### config.mk
export PLATFORM = sky130hd
export DESIGN_NAME = ternary_add_compare
export DESIGN_NICKNAME = d
export VERILOG_FILES = /design/src/rtl/ternary_add_compare.sv
export SDC_FILE = /design/constraint.sdc
export NUM_CORES = 1
export LEC_CHECK = 0
export ABC_CLOCK_PERIOD_IN_PS = 40900
export CAP_MARGIN = 20
export CORE_MARGIN = 1.5
export CORE_UTILIZATION = 50
export DETAILED_ROUTE_END_ITERATION = 16
export PLACE_DENSITY = 0.76
export SLEW_MARGIN = 20
export SYNTH_ARGS = -nofsm -noshare
export SYNTH_HDL_FRONTEND = slang
export SYNTH_SLANG_ARGS = --single-unit
### constraint.sdc
create_clock -name clock -period 40.9 [get_ports clock]
set_input_delay 10.225 -clock clock [delete_from_list [all_inputs] [get_ports clock]]
set_output_delay 10.225 -clock clock [all_outputs]
set_load 0.02 [all_outputs]
### src/rtl/ternary_add_compare.sv
// Balanced-ternary ripple adder and signed comparator with one output register stage.
// Trits are 2-bit codes (00=0, 01=+1, 10=-1, 11 read as 0); trit 0 is least significant.
module ternary_add_compare #(
  parameter int WORD_SIZE = 9
) (
  input  logic                   clock,
  input  logic                   reset,
  input  logic [2*WORD_SIZE-1:0] input1,
  input  logic [2*WORD_SIZE-1:0] input2,
  input  logic                   enable,
  input  logic                   in_valid,
  output logic [2*WORD_SIZE-1:0] result,
  output logic [1:0]             carry_out,
  output logic                   less_than,
  output logic                   out_valid
);

  function automatic logic signed [1:0] decode_trit(input logic [1:0] code);
    case (code)
      2'b01:   decode_trit = 2'sd1;
      2'b10:   decode_trit = -2'sd1;
      default: decode_trit = 2'sd0;
    endcase
  endfunction

  function automatic logic [1:0] encode_trit(input logic signed [2:0] value);
    if (value == 3'sd1)
      encode_trit = 2'b01;
    else if (value == -3'sd1)
      encode_trit = 2'b10;
    else
      encode_trit = 2'b00;
  endfunction

  logic signed [1:0]      carry_chain [WORD_SIZE+1];
  logic                   lt_chain    [WORD_SIZE+1];
  logic [2*WORD_SIZE-1:0] sum_next;

  assign carry_chain[0] = 2'sd0;
  assign lt_chain[0]    = 1'b0;

  genvar gi;
  generate
    for (gi = 0; gi < WORD_SIZE; gi++) begin : g_trit
      logic signed [1:0] a_val;
      logic signed [1:0] b_val;
      logic signed [2:0] trit_sum;
      logic signed [2:0] digit;

      assign a_val = decode_trit(input1[2*gi +: 2]);
      assign b_val = decode_trit(input2[2*gi +: 2]);

      assign trit_sum = $signed({a_val[1], a_val}) + $signed({b_val[1], b_val})
                      + $signed({carry_chain[gi][1], carry_chain[gi]});

      // Fold the -3..+3 trit sum back into one digit plus a carry of +/-1.
      assign carry_chain[gi+1] = (trit_sum > 3'sd1)  ? 2'sd1 :
                                 (trit_sum < -3'sd1) ? -2'sd1 : 2'sd0;
      assign digit = (trit_sum > 3'sd1)  ? trit_sum - 3'sd3 :
                     (trit_sum < -3'sd1) ? trit_sum + 3'sd3 : trit_sum;
      assign sum_next[2*gi +: 2] = encode_trit(digit);

      // A differing higher trit overrides anything decided below it, so the
      // top of this chain is the verdict of the most significant differing trit.
      assign lt_chain[gi+1] = (a_val != b_val) ? (a_val < b_val) : lt_chain[gi];
    end
  endgenerate

  always_ff @(posedge clock) begin
    if (reset) begin
      result    <= '0;
      carry_out <= 2'b00;
      less_than <= 1'b0;
      out_valid <= 1'b0;
    end else begin
      out_valid <= in_valid;
      if (enable) begin
        result    <= '0;
        carry_out <= 2'b00;
        less_than <= 1'b0;
      end else begin
        result    <= sum_next;
        carry_out <= encode_trit($signed({carry_chain[WORD_SIZE][1], carry_chain[WORD_SIZE]}));
        less_than <= lt_chain[WORD_SIZE];
      end
    end
  end

endmodule

**Yosys cells after proc, flatten, opt, wreduce, memory -nomap -nowiden**

Cells that the tools add are included.

- Add/sub/neg operators: 35
- Order comparisons: 27
- Equality and inequality tests: 65
- Mux-type cells: 83
- Reduce and logical (&&, ||, !) cells: 11

Operators by type and width:

| kind | number |
|---|---|
| $pmux 2 s2 | 18 |
| $mux 2 | 28 |
| $mux 3 | 18 |
| $eq 2x1->1 const B | 19 |
| $eq 2x2->1 const B | 19 |
| $reduce_or 3->1 | 10 |
| $add 2x2->3 | 9 |
| $add 3x3->3 const B | 9 |
| $eq 3x1->1 const B | 9 |
| $eq 3x2->1 const B | 9 |
| $gt 3x2->1 const B | 9 |
| $lt 3x1->1 const B | 9 |
| $sub 3x3->3 const B | 9 |
| $add 3x2->3 | 8 |
| $mux 1 | 19 |
| $lt 2x2->1 | 9 |
| $ne 2x2->1 | 9 |
| $reduce_or 2->1 | 1 |

- Register bits: 22
- Input port bits: 40
- Output and inout port bits: 22
- Logic and storage cells: 235

**Logic depth before layout (Yosys ltp)**

- Depth after elaboration: 41
- Mapped depth: 60
- Depth with buffers taken out: 60

**Worst setup path before layout**

No wires, ideal clock.

- Path type: input to register
- Start point: input port input2[0]
- End point: register result[17]
- Setup time: 64 ps
- Data arrival time: 22919 ps
- Required time: 40836 ps
- Setup slack: 17917 ps
- Stages: 51
- Path buffers: 0
- Path through: inv_1 -> ha_1 -> inv_1 -> ha_1 -> inv_1 -> ha_1 -> nor2_1 -> xnor2_2 -> a21oi_1 -> fa_1 -> ha_1 -> xor2_1 -> xnor2_2 -> a21oi_1 -> fa_1 -> ha_1 -> xor2_1 -> xnor2_2 -> [... 15 more ...] -> a21oi_1 -> fa_1 -> ha_1 -> xor3_1 -> a21boi_0 -> fa_1 -> ha_1 -> xor2_1 -> xnor2_1 -> nor2_1 -> fa_1 -> ha_1 -> inv_1 -> ha_1 -> or3_1 -> a31oi_1 -> nand2_1 -> nor2_1

- Longest elaborated chain between the ends: 40
- Elaborated cells on any way between the ends: 54
- Classes of those cells: add/sub (11); order compare (18); eq/ne (4); mux (20); reduce/logical (1)

RTL lines:

| element | line | source |
|---|---|---|
| start, declared | 9 | `input logic [2*WORD_SIZE-1:0] input2,` |
| $eq 2x2->1 or $eq 2x1->1 (tied branches) | 19 | `case (code)` |
| $pmux 2 s2 (*) | 19 |  |
| $add 2x2->3 (*) | 53 | `assign trit_sum = $signed({a_val[1], a_val}) + $signed({b_val[1], b_val})` |
| $lt 3x1->1 | 58 | `(trit_sum < -3'sd1) ? -2'sd1 : 2'sd0;` |
| $mux 2 | 58 |  |
| $mux 2 (*) | 57 | `assign carry_chain[gi+1] = (trit_sum > 3'sd1) ? 2'sd1 :` |
| $add 3x2->3 (*) | 54 | `+ $signed({carry_chain[gi][1], carry_chain[gi]});` |
| $lt 3x1->1 | 58 |  |
| [... 24 more ...] | n/a |  |
| $mux 2 | 58 |  |
| $mux 2 (*) | 57 |  |
| $add 3x2->3 (*) | 54 |  |
| $add 3x3->3 or $lt 3x1->1 (tied branches) | 60 | `(trit_sum < -3'sd1) ? trit_sum + 3'sd3 : trit_sum;` |
| $mux 3 | 60 |  |
| $mux 3 (*) | 59 | `assign digit = (trit_sum > 3'sd1) ? trit_sum - 3'sd3 :` |
| $eq 3x2->1 or $eq 3x1->1 (tied branches) | 27, 29 |  |
| $reduce_or 3->1 (no source line) or $mux 2 (tied branches) | n/a |  |
| end signal, assigned | 82 | `result <= sum_next;` |
| end, declared | 12 | `output logic [2*WORD_SIZE-1:0] result,` |

Mark *: on every way between the ends. The rest lies on a longest branch, timed or not.
A chain may end at the register's enable or synchronous reset.

**Worst setup path after layout**

- Start point: input port input1[0]
- End point: register result[17]

- Longest elaborated chain between the ends: 40
- Elaborated cells on any way between the ends: 54
- Classes of those cells: add/sub (11); order compare (18); eq/ne (4); mux (20); reduce/logical (1)

RTL lines:

| element | line | source |
|---|---|---|
| start, declared | 8 | `input logic [2*WORD_SIZE-1:0] input1,` |
| $eq 2x2->1 or $eq 2x1->1 (tied branches) | 19 |  |
| $pmux 2 s2 (*) | 19 |  |
| $add 2x2->3 (*) | 53 |  |
| $lt 3x1->1 | 58 |  |
| $mux 2 | 58 |  |
| $mux 2 (*) | 57 |  |
| $add 3x2->3 (*) | 54 |  |
| $lt 3x1->1 | 58 |  |
| [... 24 more ...] | n/a |  |
| $mux 2 | 58 |  |
| $mux 2 (*) | 57 |  |
| $add 3x2->3 (*) | 54 |  |
| $add 3x3->3 or $lt 3x1->1 (tied branches) | 60 |  |
| $mux 3 | 60 |  |
| $mux 3 (*) | 59 |  |
| $eq 3x2->1 or $eq 3x1->1 (tied branches) | 27, 29 |  |
| $reduce_or 3->1 (no source line) or $mux 2 (tied branches) | n/a |  |

Marked as above.

==> run metrics <==
run status finished clean; die width 84.4 microns; Fillers 558; synthesis-to-layout area growth 23.3%; grt met2 use 33.7%; synth warn 0; final wirelength 6110 microns; largest net degree at the start of global routing 16; vias in the first global route 2563; Post-synth ARST share 0%; post-route setup TNS 0 ps; clock buffer depth 2; H-tree depth reported by CTS 1; Synth Net Count 503; most common flop cell mapped by yosys dfxtp_1; MaxCap Viol Count 0; CP startpoint input1[0]; I/O Buffers 61; TritonCTS buffer count 3; simple-gate share of the synthesized area 12.6%; CTS tree done; detailed-route via count 2627; CP startpoint kind input port; Worst Hold Class input port to flip-flop; Synth Area in Compound Gates 13.0%; layout cells sized above 1 3.29%; Setup Buffers After CTS 0; CTS hold repair buffers 0; DRC 0; CP max stage delay 570 ps; ANT nets after route 0; total grt overflow 0; gp weighted congestion 0.765; Mapped Area 3310 sq um; Via-to-Cell Ratio 5.22; M3 GR Usage 1.97%; Slew Limit Fails 0; final hold violations 0; Synth cell types 49; Layout Nets 567; fmax 41.5 MHz; RSZ-0062 raised after global routing no; relative slew slack 68.2%; WP data required 41120 ps; CP Class input port to flip-flop; floorplan row count 29; M1 GR Usage 20.9%; Max stage delay cell, worst path fa_1; commonest non-fill, non-tap cell in the layout ha_1; Yosys top cell area share 28.7%; post-route minimum period 24080 ps; final setup fails 0; synthesis-stage register bit count 22; adder-cell share of the synthesized area 43.2%; Mapped Avg Cell Area 9.13 sq um; sequential fraction of the synthesis area 13.3%; multi-input logic area 2610 sq um; FF+latch area 440 sq um; Hold Path Origin in_valid; EDFF count, synth 0; Root Buffer clkbuf_8; WP buf/inv 4; CTS resizes 0; first-pass GRT wire length 10400 microns; CP delay by family, top adder cells; Starting Density 51.9%; Synth Area in XOR/XNOR 8.00%; WP depth 51; Cells after Synth 363; drt wl/cell 12.1 microns; Total GRT Usage 17.6%; top cells by area, synth ha_1 (29%), fa_1 (14%), dfxtp_1 (13%); Iter 0 DRT Violations 58; die area 7130 sq um; ant diodes 0; cell mode on critical path ha_1; Sink Count 22; Top Ports 62; clk slew on worst S/H paths 90 ps; largest family of logic cells by synthesized area adder cells; Max FO, Critical Path 10; worst endpoint data arrival time 24300 ps; initial antenna violation count 0; Worst Setup EP result[17]; critical path endpoint category flip-flop; area leader, netlist ha_1; total core area 6390 sq um; hpwl dp 5180 microns; Tightest Pin Transition 475 ps; commonest non-fill, non-tap cells in the layout ha_1 (76), inv_1 (69), clkdlybuf4s50_1 (61); post-synthesis mux area share 1.81%; Tcrit/Tclk final 58.9%; GRT Max-Usage Layer met2; Die Ht 84.4 microns; TritonRoute pass-1 iters 4
-- cell usage after synthesis, types with 3 or more instances --
library cell	number
inv_1	69
or3b_1	4
a311oi_1	6
fa_1	24
o21ai_0	8
mux2i_1	6
xor2_1	7
dfxtp_1	22
a21oi_1	31
nor2_1	17
xnor2_1	4
xnor2_2	6
nand4b_1	4
nor4b_1	5
nand3b_1	4
nand2_1	19
o211ai_1	3
ha_1	76
a31oi_1	3
nor3_1	10
-- worst min-delay path by stage --
stage                      to  depth (start not counted)
finish              out_valid                          2
global placement    out_valid                          2
detailed placement  out_valid                          2
floorplan           out_valid                          1
global route        out_valid                          2
CTS                 out_valid                          2
-- layer usage --
metal,vias to the layer above,wire [microns]
met5,-,0
met4,0,50
met3,5,223
met2,59,3130
met1,1207,2700
li1,1356,-
-- state kept, by name (all words and copies together), names as in the netlist --
register	flops
result	18
carry_out	2
less_than	1
out_valid	1
-- cell type report --
type / instances / share of cell area, %
Multi-Input combinational cell: 270 / 63.8
Timing Repair Buffer: 61 / 14.9
Sequential cell: 22 / 10.8
Inverter: 69 / 6.34
Tap cell: 77 / 2.36
Clock buffer: 3 / 1.01
Clock inverter: 1 / 0.735
-- kinds of logic (layout without fill, tap and decap cells) --
logic type	after synthesis	count (layout)
adder cells (fa/ha/maj)	100	100
AND/OR/NAND/NOR	75	75
buffers and inverters	71	134
AO/OA/AOI/OAI	69	69
flip-flops	22	22
XOR/XNOR	20	20
multiplexers	6	6
-- metrics by stage --
step / setup slack, ps / util, % / cells / hold slack [ps] / area [sq um]
after detailed placement: 16560 / 62.9 / 499 / 10810 / 4010
final: 16820 / 64.0 / 503 / 10500 / 4090
after CTS: 16850 / 64.0 / 503 / 10500 / 4090
after global placement: 16980 / 62.9 / 499 / 10810 / 4010
after floorplan: 17920 / - / 363 / 10300 / 3310
after global routing: 15910 / 64.0 / 503 / 10510 / 4090
Power is left out: the tool's default activity adds up to more than one toggle a clock period on the data nets, which glitch-free logic cannot reach.
